## config.mk

```make
export PLATFORM = sky130hd
export DESIGN_NAME = mci_cif_arb_flat
export DESIGN_NICKNAME = d
export VERILOG_FILES = /design/src/rtl/mci_pkg.sv /design/src/rtl/cif_if.sv /design/src/rtl/mci_cif_arb_wdt.sv /design/src/rtl/mci_cif_arb.sv /design/src/flat_wrapper.sv
export SDC_FILE = /design/constraint.sdc
export NUM_CORES = 1
export LEC_CHECK = 0
export BUFFER_PORTS_ARGS = -buffer_cell sky130_fd_sc_hd__buf_4
export CAP_MARGIN = 10
export CORE_AREA = 2 2 118 120
export CTS_CLUSTER_SIZE = 25
export DETAILED_ROUTE_END_ITERATION = 6
export DIE_AREA = 0 0 120 122
export SLEW_MARGIN = 20
export SYNTH_ARGS = -nofsm -noshare
export SYNTH_HDL_FRONTEND = slang
export SYNTH_SLANG_ARGS = --single-unit
```

## constraint.sdc

```tcl
create_clock -name clk -period 2.75 [get_ports clk]
set_clock_uncertainty 0.15 [all_clocks]
set_input_delay 0.825 -clock clk [delete_from_list [all_inputs] [get_ports clk]]
set_output_delay 0.825 -clock clk [all_outputs]
set_load 0.005 [all_outputs]
```

## src/rtl/mci_pkg.sv

```systemverilog
// mci_pkg: shared types, defaults and response helper for the MCI CIF arbiter
package mci_pkg;
  typedef enum logic [1:0] {IDLE, GNT0, GNT1} mci_cif_arb_state_e;
  localparam int MCI_CIF_ARB_TIMEOUT_DEFAULT = 256;
  typedef struct packed {
    logic [31:0] addr;
    logic        write;
    logic [31:0] wdata;
  } cif_req_t;
  typedef struct packed {
    logic        req_hold;
    logic [31:0] rdata;
    logic        error;
  } cif_rsp_t;
  function automatic cif_rsp_t cif_rsp(logic dv, logic gnt, logic abort, cif_rsp_t tgt);
    cif_rsp_t r;
    r = '0;
    if (dv && !gnt) r.req_hold = 1'b1;
    else if (dv && abort) r.error = 1'b1;
    else if (dv) r = tgt;
    return r;
  endfunction
endpackage

```

## src/rtl/cif_if.sv

```systemverilog
// cif_if: CIF request/response handshake bundle
interface cif_if;
  import mci_pkg::*;
  logic        dv;
  cif_req_t    req_data;
  logic        req_hold;
  logic [31:0] rdata;
  logic        error;
  modport request(output dv, req_data, input req_hold, rdata, error);
  modport response(input dv, req_data, output req_hold, rdata, error);
endinterface

```

## src/rtl/mci_cif_arb_wdt.sv

```systemverilog
// mci_cif_arb_wdt: saturating hold-cycle counter that flags expiry
module mci_cif_arb_wdt
  import mci_pkg::*;
#(
  parameter int TIMEOUT_CYCLES = MCI_CIF_ARB_TIMEOUT_DEFAULT
) (
  input  logic clk,
  input  logic rst_b,
  input  logic en,
  input  logic clr,
  output logic expired
);
  localparam int W = $clog2(TIMEOUT_CYCLES + 1);
  logic [W-1:0] cnt;
  assign expired = cnt == W'(TIMEOUT_CYCLES);
  always_ff @(posedge clk) begin
    if (!rst_b || clr) cnt <= '0;
    else if (en && !expired) cnt <= cnt + 1'b1;
  end
endmodule

```

## src/rtl/mci_cif_arb.sv

```systemverilog
// mci_cif_arb: two-requester round-robin CIF arbiter; MCI_CIF_ARB_HOLD_TIMEOUT_EN adds hold timeout
module mci_cif_arb
  import mci_pkg::*;
#(
  parameter int TIMEOUT_CYCLES = MCI_CIF_ARB_TIMEOUT_DEFAULT
) (
  input  logic    clk,
  input  logic    rst_b,
  cif_if.response req0_if,
  cif_if.response req1_if,
  cif_if.request  tgt_if,
  output logic    grant_id,
  output logic    arb_busy,
  output logic    timeout_err
);
  mci_cif_arb_state_e state_q, state_d;
  logic       rr_q, rr_d, win, expired, abort, done;
  logic [1:0] dv, gnt;
  cif_rsp_t   trsp, rsp0, rsp1;
  assign dv  = {req1_if.dv, req0_if.dv};
  assign win = state_q == GNT1 ? 1'b1 : state_q == GNT0 ? 1'b0 : &dv ? rr_q : dv[1];
  assign gnt = (state_q != IDLE || |dv) ? 2'b01 << win : 2'b00;
  assign abort = expired & (state_q != IDLE) & rst_b;
  assign tgt_if.dv       = |(gnt & dv) & ~abort;
  assign tgt_if.req_data = win ? req1_if.req_data : req0_if.req_data;
  assign trsp = {tgt_if.req_hold, tgt_if.rdata, tgt_if.error};
  assign rsp0 = cif_rsp(dv[0], gnt[0], abort, trsp);
  assign rsp1 = cif_rsp(dv[1], gnt[1], abort, trsp);
  assign {req0_if.req_hold, req0_if.rdata, req0_if.error} = rsp0;
  assign {req1_if.req_hold, req1_if.rdata, req1_if.error} = rsp1;
  assign grant_id    = win;
  assign arb_busy    = state_q != IDLE;
  assign timeout_err = abort;
  always_comb begin
    done    = state_q == IDLE ? tgt_if.dv & ~tgt_if.req_hold : abort | ~tgt_if.req_hold;
    state_d = done ? IDLE : state_q != IDLE ? state_q : tgt_if.dv ? (win ? GNT1 : GNT0) : IDLE;
    rr_d    = done ? ~win : rr_q;
  end
  always_ff @(posedge clk) begin
    if (!rst_b) begin
      state_q <= IDLE;
      rr_q    <= 1'b0;
    end else begin
      state_q <= state_d;
      rr_q    <= rr_d;
    end
  end
`ifdef MCI_CIF_ARB_HOLD_TIMEOUT_EN
  mci_cif_arb_wdt #(.TIMEOUT_CYCLES(TIMEOUT_CYCLES)) u_wdt (
    .clk,
    .rst_b,
    .en     (state_q != IDLE && tgt_if.req_hold),
    .clr    (state_q == IDLE || done),
    .expired
  );
`else
  assign expired = 1'b0;
`endif
  a_cfg:  assert property (@(posedge clk) TIMEOUT_CYCLES >= 2 && TIMEOUT_CYCLES <= 65535);
  a_gnt:  assert property (@(posedge clk) disable iff (!rst_b) $onehot0(gnt));
  a_dv:   assert property (@(posedge clk) disable iff (!rst_b) tgt_if.dv |-> |gnt);
  a_busy: assert property (@(posedge clk) disable iff (!rst_b) state_q != IDLE |-> arb_busy);
endmodule

```

## src/flat_wrapper.sv

```systemverilog
// flat-port wrapper written by rule: the top's interface ports become plain ports
module mci_cif_arb_flat import mci_pkg::*;
#(
  parameter int TIMEOUT_CYCLES = MCI_CIF_ARB_TIMEOUT_DEFAULT
)
  (clk, rst_b, grant_id, arb_busy, timeout_err, req0_if_dv, req0_if_req_data, req0_if_req_hold, req0_if_rdata, req0_if_error, req1_if_dv, req1_if_req_data, req1_if_req_hold, req1_if_rdata, req1_if_error, tgt_if_dv, tgt_if_req_data, tgt_if_req_hold, tgt_if_rdata, tgt_if_error);
  cif_if req0_if_i ();
  cif_if req1_if_i ();
  cif_if tgt_if_i ();
  input  logic clk;
  input  logic rst_b;
  output logic grant_id;
  output logic arb_busy;
  output logic timeout_err;
  input wire logic [$bits(req0_if_i.dv)-1:0] req0_if_dv;
  input wire logic [$bits(req0_if_i.req_data)-1:0] req0_if_req_data;
  output wire logic [$bits(req0_if_i.req_hold)-1:0] req0_if_req_hold;
  output wire logic [$bits(req0_if_i.rdata)-1:0] req0_if_rdata;
  output wire logic [$bits(req0_if_i.error)-1:0] req0_if_error;
  input wire logic [$bits(req1_if_i.dv)-1:0] req1_if_dv;
  input wire logic [$bits(req1_if_i.req_data)-1:0] req1_if_req_data;
  output wire logic [$bits(req1_if_i.req_hold)-1:0] req1_if_req_hold;
  output wire logic [$bits(req1_if_i.rdata)-1:0] req1_if_rdata;
  output wire logic [$bits(req1_if_i.error)-1:0] req1_if_error;
  output wire logic [$bits(tgt_if_i.dv)-1:0] tgt_if_dv;
  output wire logic [$bits(tgt_if_i.req_data)-1:0] tgt_if_req_data;
  input wire logic [$bits(tgt_if_i.req_hold)-1:0] tgt_if_req_hold;
  input wire logic [$bits(tgt_if_i.rdata)-1:0] tgt_if_rdata;
  input wire logic [$bits(tgt_if_i.error)-1:0] tgt_if_error;
  assign req0_if_i.dv = req0_if_dv;
  assign req0_if_i.req_data = req0_if_req_data;
  assign req0_if_req_hold = req0_if_i.req_hold;
  assign req0_if_rdata = req0_if_i.rdata;
  assign req0_if_error = req0_if_i.error;
  assign req1_if_i.dv = req1_if_dv;
  assign req1_if_i.req_data = req1_if_req_data;
  assign req1_if_req_hold = req1_if_i.req_hold;
  assign req1_if_rdata = req1_if_i.rdata;
  assign req1_if_error = req1_if_i.error;
  assign tgt_if_dv = tgt_if_i.dv;
  assign tgt_if_req_data = tgt_if_i.req_data;
  assign tgt_if_i.req_hold = tgt_if_req_hold;
  assign tgt_if_i.rdata = tgt_if_rdata;
  assign tgt_if_i.error = tgt_if_error;
  mci_cif_arb #(.TIMEOUT_CYCLES(TIMEOUT_CYCLES)) u_core (.clk(clk), .rst_b(rst_b), .req0_if(req0_if_i), .req1_if(req1_if_i), .tgt_if(tgt_if_i), .grant_id(grant_id), .arb_busy(arb_busy), .timeout_err(timeout_err));
endmodule
```

==> run summary, run 1 <==
fin crit share - 114.2%
Ys Warns - 0
Post-DP HPWL - 9462 µm
routed len/inst - 18.90 µm
die area - 14640 µm²
Overall Global Routing Usage - 15.11%
fin crit period - 3.140 ns
# DRC - 0
clock transition at the registers of the reported paths - 0.03 ns
Peak Freq - 0.3185 GHz
share of cells above drive strength 1 - 89.15%
Antenna diodes - 0
Hold Path Class - flop to flop
synthesized area - 1648 µm²
CTS Sinks - 3
CP Data Required Time - 1.78 ns
final-layout fill cell count - 1350
register area share after synthesis - 3.645%
Synth Register Bits - 3
dpl ws - -0.4009 ns
Chip Width - 120 µm
Initial Util - 12.20%
GPL Wtd Cong - 0.8987
Critical Path End Type - output port
WS Path Type - input pin to output port
data arrival time of the critical path - 2.16 ns
PwrDens - 291.7 nW/µm²
Clock Root Buffer - clkbuf_16
Distinct cells, synth - 29
clock buffer count from CTS - 3
clk buf depth - 2
maximum vdd drop - 0.1712 mV
first-pass GRT wire length - 16980 µm
Post-Syn Nets - 351
IO buf count - 303
drt pass-1 iters - 4
Detail Route Antenna Nets - 0
fin util - 39.53%
Mean Syn Cell Area - 9.005 µm²
DRT iter0 DRCs - 51
failing checks - setup timing
Via Count - 2791
EDFF count, synth - 0
Setup Total Neg Slack - -37.36 ns
Most used DFF post-synth - dfxtp_1
Clk Latency, worst-skew pair - 0.22 ns
grt ovf - 0
Ports - 305
Post-Route WL - 12980 µm
Max H-tree Level - 1
final-report hold violation count - 0
vias in the first global route - 2856
MaxCap Viol Count - 0
leakage power - 0.002839 µW
floorplan row count - 43
worst setup margin - -0.3896 ns
initial antenna violation count - 0
largest net degree at the start of global routing - 34
via density per instance - 4.063
area added between synthesis and finish - 223.9%
hold path depth - 2
hold-fix buffers at CTS - 0
R2R depth - 6
CTS tree - done
Core ar. - 13500 µm²
status - finished with violations
Post-Synthesis Cells - 183
Crit Path Max Fanout - 6
final setup fails - 134
CP startpoint kind - input pin
nets - 676
RSZ-0062 raised after global routing - true
die height - 122 µm
Async SR Flop Fraction - 0%
final slew viol count - 0
synth_stat cells (all sizes together) (2+ instances only):
library cell | count | area share, %
dfxtp | 3 | 3.6
mux2 | 65 | 53
nor2 | 4 | 0.91
o21ai | 2 | 0.61
a21oi | 4 | 1.2
a31oi | 2 | 0.76
and3 | 33 | 13
buf | 8 | 4.7
o21a | 2 | 0.91
and2 | 33 | 13
inv | 3 | 0.68
clkbuf | 11 | 2.8
nand2 | 3 | 0.68
maj3 | 2 | 1.3
placed cells by master, fill, tap and decap left out, types with 2 or more instances in the layout:
| cell | Yosys | final |
|---|---|---|
| buf_16 | 0 | 2 |
| or2_4 | 0 | 2 |
| o21a_1 | 2 | 2 |
| nand2_1 | 3 | 2 |
| o21ai_0 | 2 | 2 |
| buf_6 | 4 | 112 |
| a21oi_1 | 4 | 3 |
| nor2_1 | 4 | 4 |
| dfxtp_1 | 3 | 3 |
| buf_12 | 0 | 6 |
| and3_4 | 0 | 33 |
| and2_1 | 33 | 31 |
| clkbuf_16 | 0 | 6 |
| buf_4 | 1 | 209 |
| and2_4 | 0 | 2 |
| mux2_4 | 39 | 65 |
| buf_8 | 1 | 6 |
power by group:
part / switching, µW / internal, µW / leakage, µW
logic: 427 / 845 / 0.00278
registers: 4.93 / 47.2 / 0.0000247
clock network: 41.6 / 192 / 0.0000382
total: 473 / 1080 / 0.00284
metrics by stage:
stage	instances	hold slack [ns]	cell area, µm²	power, µW
after detailed placement	664	0.3780	4192	976.8
after global placement	664	0.3564	4192	979.7
after CTS	683	0.3967	4883	1424
final	687	0.4279	5338	1557
after global routing	687	0.4990	5338	1633
after floorplan	183	0.3222	1672	429.7
logic make-up after synthesis:
group                      synth area share, %
and+or+nand+nor                          28.93
muxes                                    53.30
buffers and inverters                    8.200
AOI/OAI and AO/OA                        4.404
DFF                                      3.645
adders and majority gates                1.291
other                                   0.2276
what timing repair did:
item	4_1_cts	5_1_grt
resized for setup	100	113
setup endpoints to repair	134	134
pin swaps	18	21
buffers inserted	8	7
cloned	7	3
routing by layer:
metal	up-vias	global-route usage (%)	share of wire, %
met2	184	26.10	49
met1	1308	19.52	42
met5	-	0	0
met3	4	3.933	9.4
li1	1295	-	-
met4	0	1.544	0.39
area by class of cell:
type                       count  area [µm²]  share of cell area [%]
timing repair buffer         338        3171                   59.40
tap                          180       225.2                   4.219
multi-input combinational    159        1779                   33.33
sequential                     3       60.06                   1.125
clock buffer                   4       78.83                   1.477
inverter                       3       23.77                  0.4454
worst max-delay path: stages:
cell and delay (ns):
buf_8 0.11, nand2b_4 0.09, a31oi_4 0.10, or2_4 0.31, buf_12 0.15, clkbuf_16 0.16, mux2_4 0.30, buf_6 0.12
worst paths after layout:
kind / startpoint / endpoint / slack (ns)
min reg2reg: u_core.rr_q / u_core.rr_q / 0.43
max: req0_if_dv / tgt_if_req_data[36] / -0.39
max reg2reg: u_core.rr_q / u_core.state_q[1] / 1.37
min: u_core.rr_q / u_core.rr_q / 0.43
flip-flops by register name (all words and copies together), names as in the netlist:
signal          count
u_core.state_q      2
u_core.rr_q         1
Power figures use the tool's default switching activity.
==> run 2: changes to the inputs <==
SYNTH_HIERARCHICAL = 1   (was unset)
TNS_END_PERCENT = 10   (was unset)
==> run summary, run 2 <==
worst setup margin - -0.3419 ns (+0.04769 ns)
final slew viol count - 0 (unchanged)
WS Path Type - input pin to output port
via density per instance - 4.086 (+0.57%)
Via Count - 2717 (-2.7%)
largest net degree at the start of global routing - 52 (+53%)
final setup fails - 133 (-0.75%)
most common cell after layout, fill and taps aside - buf_4
Chip Width - 120 µm (unchanged)
MaxCap Viol Count - 0 (unchanged)
first-pass GRT wire length - 15500 µm (-8.7%)
Core ar. - 13500 µm² (unchanged)
clk buf depth - 2 (unchanged)
max FFs per register - 2 (unchanged)
maximum vdd drop - 0.1589 mV (-7.2%)
vias in the first global route - 2576 (-9.8%)
Synth Register Bits - 3 (unchanged)
leading cell types in the layout, fill and taps excluded - buf_4, and3_1, buf_6
Antenna diodes - 0 (unchanged)
status - finished with violations
CTS Sinks - 3 (unchanged)
share of cells above drive strength 1 - 81.03% (-8.1 points)
dpl ws - -0.4266 ns (-0.02570 ns)
Ys Warns - 6 (+6)
area added between synthesis and finish - 212.5%
PwrDens - 301.8 nW/µm² (+3.4%)
Distinct cells, synth - 23 (-21%)
DRT iter0 DRCs - 66 (+29%)
die area - 14640 µm² (unchanged)
floorplan row count - 43 (unchanged)
register area share after synthesis - 4.034% (+0.39 points)
largest reg by FF count - u_core/state_q
Detail Route Antenna Nets - 0 (unchanged)
final-report hold violation count - 0 (unchanged)
grt ovf - 0 (unchanged)
clock buffer count from CTS - 3 (unchanged)
nets - 654 (-3.3%)
die height - 122 µm (unchanged)
CTS tree - done
Hold Path Class - flop to flop
hold-fix buffers at CTS - 0 (unchanged)
data arrival time of the critical path - 2.12 ns (-0.04 ns)
Critical Path End Type - output port
fin crit share - 112.4% (-1.7 points)
fin crit period - 3.092 ns (-0.04769 ns)
CP Data Required Time - 1.78 ns (about the same)
RSZ-0062 raised after global routing - true
top-count cell post-synth - and3_1
Top Registers - u_core/state_q x2, u_core/rr_q x1
Initial Util - 11.03% (-1.2 points)
post-synth top area share - 44.62% (+9.1 points)
IO buf count - 303 (unchanged)
Mean Syn Cell Area - 8.181 µm² (-9.1%)
Post-Synthesis Cells - 182 (-0.55%)
Max H-tree Level - 1 (unchanged)
routed len/inst - 18.93 µm (+0.17%)
Post-DP HPWL - 10420 µm (+10%)
Post-Route WL - 12590 µm (-3.0%)
Ports - 305 (unchanged)
leakage power - 0.002620 µW (-7.7%)
final hold slack - 0.4161 ns (-0.01174 ns)
Most used DFF post-synth - dfxtp_1
Clk Latency, worst-skew pair - 0.22 ns (about the same)
Peak Freq - 0.3234 GHz (+1.5%)
ranking of synthesized cells by area - mux2_2, and3_1, mux2_4, dfxtp_1, clkbuf_1
synthesized area - 1489 µm² (-9.6%)
total chip power - 1404 µW (-9.8%)
GPL Wtd Cong - 0.9794 (+9.0%)
EDFF count, synth - 0 (unchanged)
Clock Root Buffer - clkbuf_16
drt pass-1 iters - 6 (+2)
# DRC - 0 (unchanged)
fin util - 34.46% (-5.1 points)
initial antenna violation count - 0 (unchanged)
Overall Global Routing Usage - 14.24% (-0.88 points)
clock transition at the registers of the reported paths - 0.03 ns (about the same)
Async SR Flop Fraction - 0% (unchanged)
Crit Path Max Fanout - 7 (+1)
Post-Syn Nets - 350 (-0.28%)
CP startpoint kind - input pin
synth cell count leaders - and3_1, mux2_2, clkbuf_1
failing checks - setup timing
largest area contributor in the netlist - mux2_2
run 2: cell types whose count changed after synthesis, moves of 2 or more:
cell | previous run | this run
clkbuf_2 | 4 | 0
buf_2 | 2 | 6
buf_6 | 4 | 2
and3_1 | 33 | 66
and2_1 | 33 | 0
mux2_4 | 39 | 6
clkbuf_1 | 7 | 13
mux2_2 | 26 | 59
run 2: where the power goes:
| part | internal (µW) | total [µW] | switching (µW) |
|---|---|---|---|
| sequential | 47.2 | 52.0 | 4.72 |
| combinational | 721 | 1120 | 397 |
| clock | 192 | 234 | 42.5 |
run 2: final cells by class:
| class | count | area, µm² |
|---|---|---|
| Clock buffer | 4 | 78.83 |
| Fill cell | 1399 | 8851 |
| Inverter | 3 | 11.26 |
| Multi-Input combinational cell | 154 | 1486 |
| Sequential cell | 3 | 60.06 |
| Tap cell | 180 | 225.2 |
| Timing Repair Buffer | 321 | 2791 |
run 2: final timing paths:
kind	startpoint	endpoint	slack (ns)	cells after the start
max	req0_if_dv	tgt_if_req_data[41]	-0.34	8
min reg2reg	u_core/state_q[0]	u_core/state_q[0]	0.42	2
min	u_core/state_q[0]	u_core/state_q[0]	0.42	2
max reg2reg	u_core/state_q[0]	u_core/rr_q	1.23	6
run 2: stage by stage:
step	cells	TNS (ns)	area, µm²
after floorplan	182	0	1489
after CTS	655	-36.40	4049
after global placement	651	-33.93	3970
after global routing	665	-36.37	4653
final	665	-30.85	4653
after detailed placement	651	-36.19	3970
run 2: cells by family (layout without fill, tap and decap cells):
kind of cell	after synthesis	count (layout)	synth area share, %
AOI/OAI and AO/OA	10	10	4.286
other	1	1	0.2519
adders and majority gates	2	2	1.429
DFF	3	3	4.034
and+or+nand+nor	76	76	31.26
buffers and inverters	25	328	8.068
muxes	65	65	50.67
run 2: repair_timing:
| action | CTS | global route |
|---|---|---|
| gates resized for setup | 1 | 105 |
| pin swaps | 0 | 3 |
| gates cloned | 0 | 9 |
| endpoints found under the setup margin | 134 | 134 |
| buffers inserted | 0 | 1 |
run 2: worst max-delay path: stages:
cell and delay [ns]:
buf_8 0.10, nand2b_4 0.08, a31oi_4 0.10, nor2_4 0.19
buf_12 0.17, clkbuf_16 0.17, mux2_4 0.34, buf_6 0.13
run 2: layer usage:
layer | part of all wire, % | track usage (%) | vias to the layer above
li1 | - | - | 1276
met1 | 41 | 17.92 | 1255
met2 | 48 | 24.40 | 178
met3 | 11 | 5.103 | 8
met4 | 0.60 | 0.8824 | 0
met5 | 0 | 0 | -
==> run 3: changes to the inputs <==
SYNTH_HIERARCHICAL = unset   (was 1)
TNS_END_PERCENT = 1   (was 10)
==> run summary, run 3 (same netlist as run 1, synthesis figures left out) <==
IO buf count - 303 (unchanged)
via density per instance - 3.972 (-2.8%)
GPL Wtd Cong - 0.9828 (+0.35%)
most common cell after layout, fill and taps aside - buf_4
CP startpoint kind - input pin
die height - 122 µm (unchanged)
final hold slack - 0.4085 ns (-0.007622 ns)
Hold Path Class - flop to flop
Critical-path top delay cell - mux2_4
R2R depth - 5 (-1)
Post-Route WL - 10540 µm (-16%)
final instance area - 4672 µm² (+0.40%)
largest net degree at the start of global routing - 35 (-33%)
RSZ-0062 raised after global routing - true
Clock Root Buffer - clkbuf_16
final setup fails - 123 (-7.5%)
leakage power - 0.002551 µW (-2.6%)
final-report hold violation count - 0 (unchanged)
# DRC - 0 (unchanged)
grt ovf - 0 (unchanged)
Post-DP HPWL - 8610 µm (-17%)
fin util - 34.60% (+0.14 points)
hold path depth - 2 (unchanged)
internal cell power - 935.8 µW (-2.5%)
first-pass GRT wire length - 14590 µm (-5.9%)
PwrDens - 284.8 nW/µm² (-5.6%)
drt pass-1 iters - 4 (-2)
grt met3 use - 2.247% (-2.9 points)
Setup Total Neg Slack - -25.75 ns (+5.098 ns)
area added between synthesis and finish - 183.5%
Clk pwr share - 17.4% (+0.7 points)
floorplan row count - 43 (unchanged)
data arrival time of the critical path - 2.11 ns (about the same)
fin crit period - 3.088 ns (-0.003913 ns)
CP Data Required Time - 1.78 ns (about the same)
worst setup margin - -0.3380 ns (+0.003913 ns)
initial antenna violation count - 0 (unchanged)
critical-path cell list - buf_8 > nand2b_4 > a31oi_4 > or2_4 > buf_12 > clkbuf_16 > mux2_4 > buf_6
Detail Route Antenna Nets - 0 (unchanged)
die area - 14640 µm² (unchanged)
placed cell count - 656 (+0.77%)
Seq pwr share - 3.9% (+0.2 points)
Via Count - 2653 (-2.4%)
largest reg by FF count - u_core.state_q
WS Path Type - input pin to output port
fin crit share - 112.3% (-0.14 points)
Overall Global Routing Usage - 12.48% (-1.8 points)
hold-fix buffers at CTS - 0 (unchanged)
MaxCap Viol Count - 0 (unchanged)
M1 GR Usage - 15.88% (-2.0 points)
CTS tree - done
Area after DPL - 4144 µm² (+4.4%)
routed len/inst - 15.78 µm (-17%)
Ports - 305 (unchanged)
Crit Path Max Fanout - 4 (-3)
failing checks - setup timing
nets - 657 (+0.46%)
Core ar. - 13500 µm² (unchanged)
final slew viol count - 0 (unchanged)
power share of the combinational group - 78.7% (-0.9 points)
met2 usage - 22.44% (-2.0 points)
leading cell types in the layout, fill and taps excluded - buf_4, buf_6, mux2_4
Peak Freq - 0.3238 GHz (+0.13%)
clk buf depth - 2 (unchanged)
max FFs per register - 2 (unchanged)
maximum vdd drop - 0.1847 mV (+16%)
Critical Path Max Stage Delay - 0.30 ns (-0.04 ns)
NetSw - 394.9 µW (-11%)
Non-Filler Instances - 668 (+0.45%)
Top Registers - u_core.state_q x2, u_core.rr_q x1
Top Usage Layer GRT - met2
Initial Util - 12.20% (+1.2 points)
vias in the first global route - 2747 (+6.6%)
DRT iter0 DRCs - 76 (+15%)
Chip Width - 120 µm (unchanged)
Max H-tree Level - 1 (unchanged)
Antenna diodes - 0 (unchanged)
status - finished with violations
CTS Sinks - 3 (unchanged)
clock buffer count from CTS - 3 (unchanged)
Critical Path End Type - output port
sw frac - 29.68% (-1.9 points)
clock transition at the registers of the reported paths - 0.03 ns (about the same)
share of cells above drive strength 1 - 83.81% (+2.8 points)
Clk Latency, worst-skew pair - 0.22 ns (about the same)
==> run 3: layout make-up <==
class                           instances  area (µm²)
Timing Repair Buffer                  320        2751
Sequential cell                         3       60.06
Fill cell                            1400        8832
Clock buffer                            4       78.83
Inverter                                3       11.26
Tap cell                              180       225.2
Multi-Input combinational cell        158        1545
==> run 3: metal layers <==
metal	routed length, µm	up-vias	share of wire, %
met3	889	4	8.4
li1	-	1256	-
met4	68	0	0.65
met2	5246	176	50
met5	0	-	0
met1	4334	1217	41
==> run 3: final timing paths <==
check / from / slack [ns] / to
worst min register to register: u_core.rr_q / 0.41 / u_core.rr_q
worst max register to register: u_core.rr_q / 1.45 / u_core.rr_q
worst max-delay path: req0_if_dv / -0.34 / tgt_if_req_data[28]
worst min-delay path: u_core.rr_q / 0.41 / u_core.rr_q
==> run 3: critical path, delay by kind of cell <==
family,cells,cell delay [ns]
buffers and inverters,4,0.52
AOI/OAI and AO/OA,1,0.08
muxes,1,0.30
and+or+nand+nor,2,0.37
==> run 3: power by group through the flow <==
stage          clock network [µW]  registers, µW  logic (µW)
2_1_floorplan                   0           51.0         377
3_3_place_gp                    0           51.0         897
3_5_place_dp                    0           51.0         903
4_1_cts                       233           51.3        1010
5_1_grt                       240           52.8        1110
6_report                      232           52.0        1050
==> run 3: what timing repair did <==
| item | in CTS | in global routing |
|---|---|---|
| setup buffers | 3 | 1 |
| gates resized for setup | 55 | 23 |
| setup endpoints to repair | 133 | 133 |
| cloned | 2 | 2 |
| pin swaps | 4 | 12 |
==> run 3: metrics by stage <==
| stage | setup WS [ns] | power [µW] |
|---|---|---|
| after floorplan | -0.09834 | 428.2 |
| after global placement | -0.3773 | 948.4 |
| after detailed placement | -0.3931 | 953.8 |
| after CTS | -0.3316 | 1298 |
| after global routing | -0.3678 | 1403 |
| final | -0.3380 | 1331 |
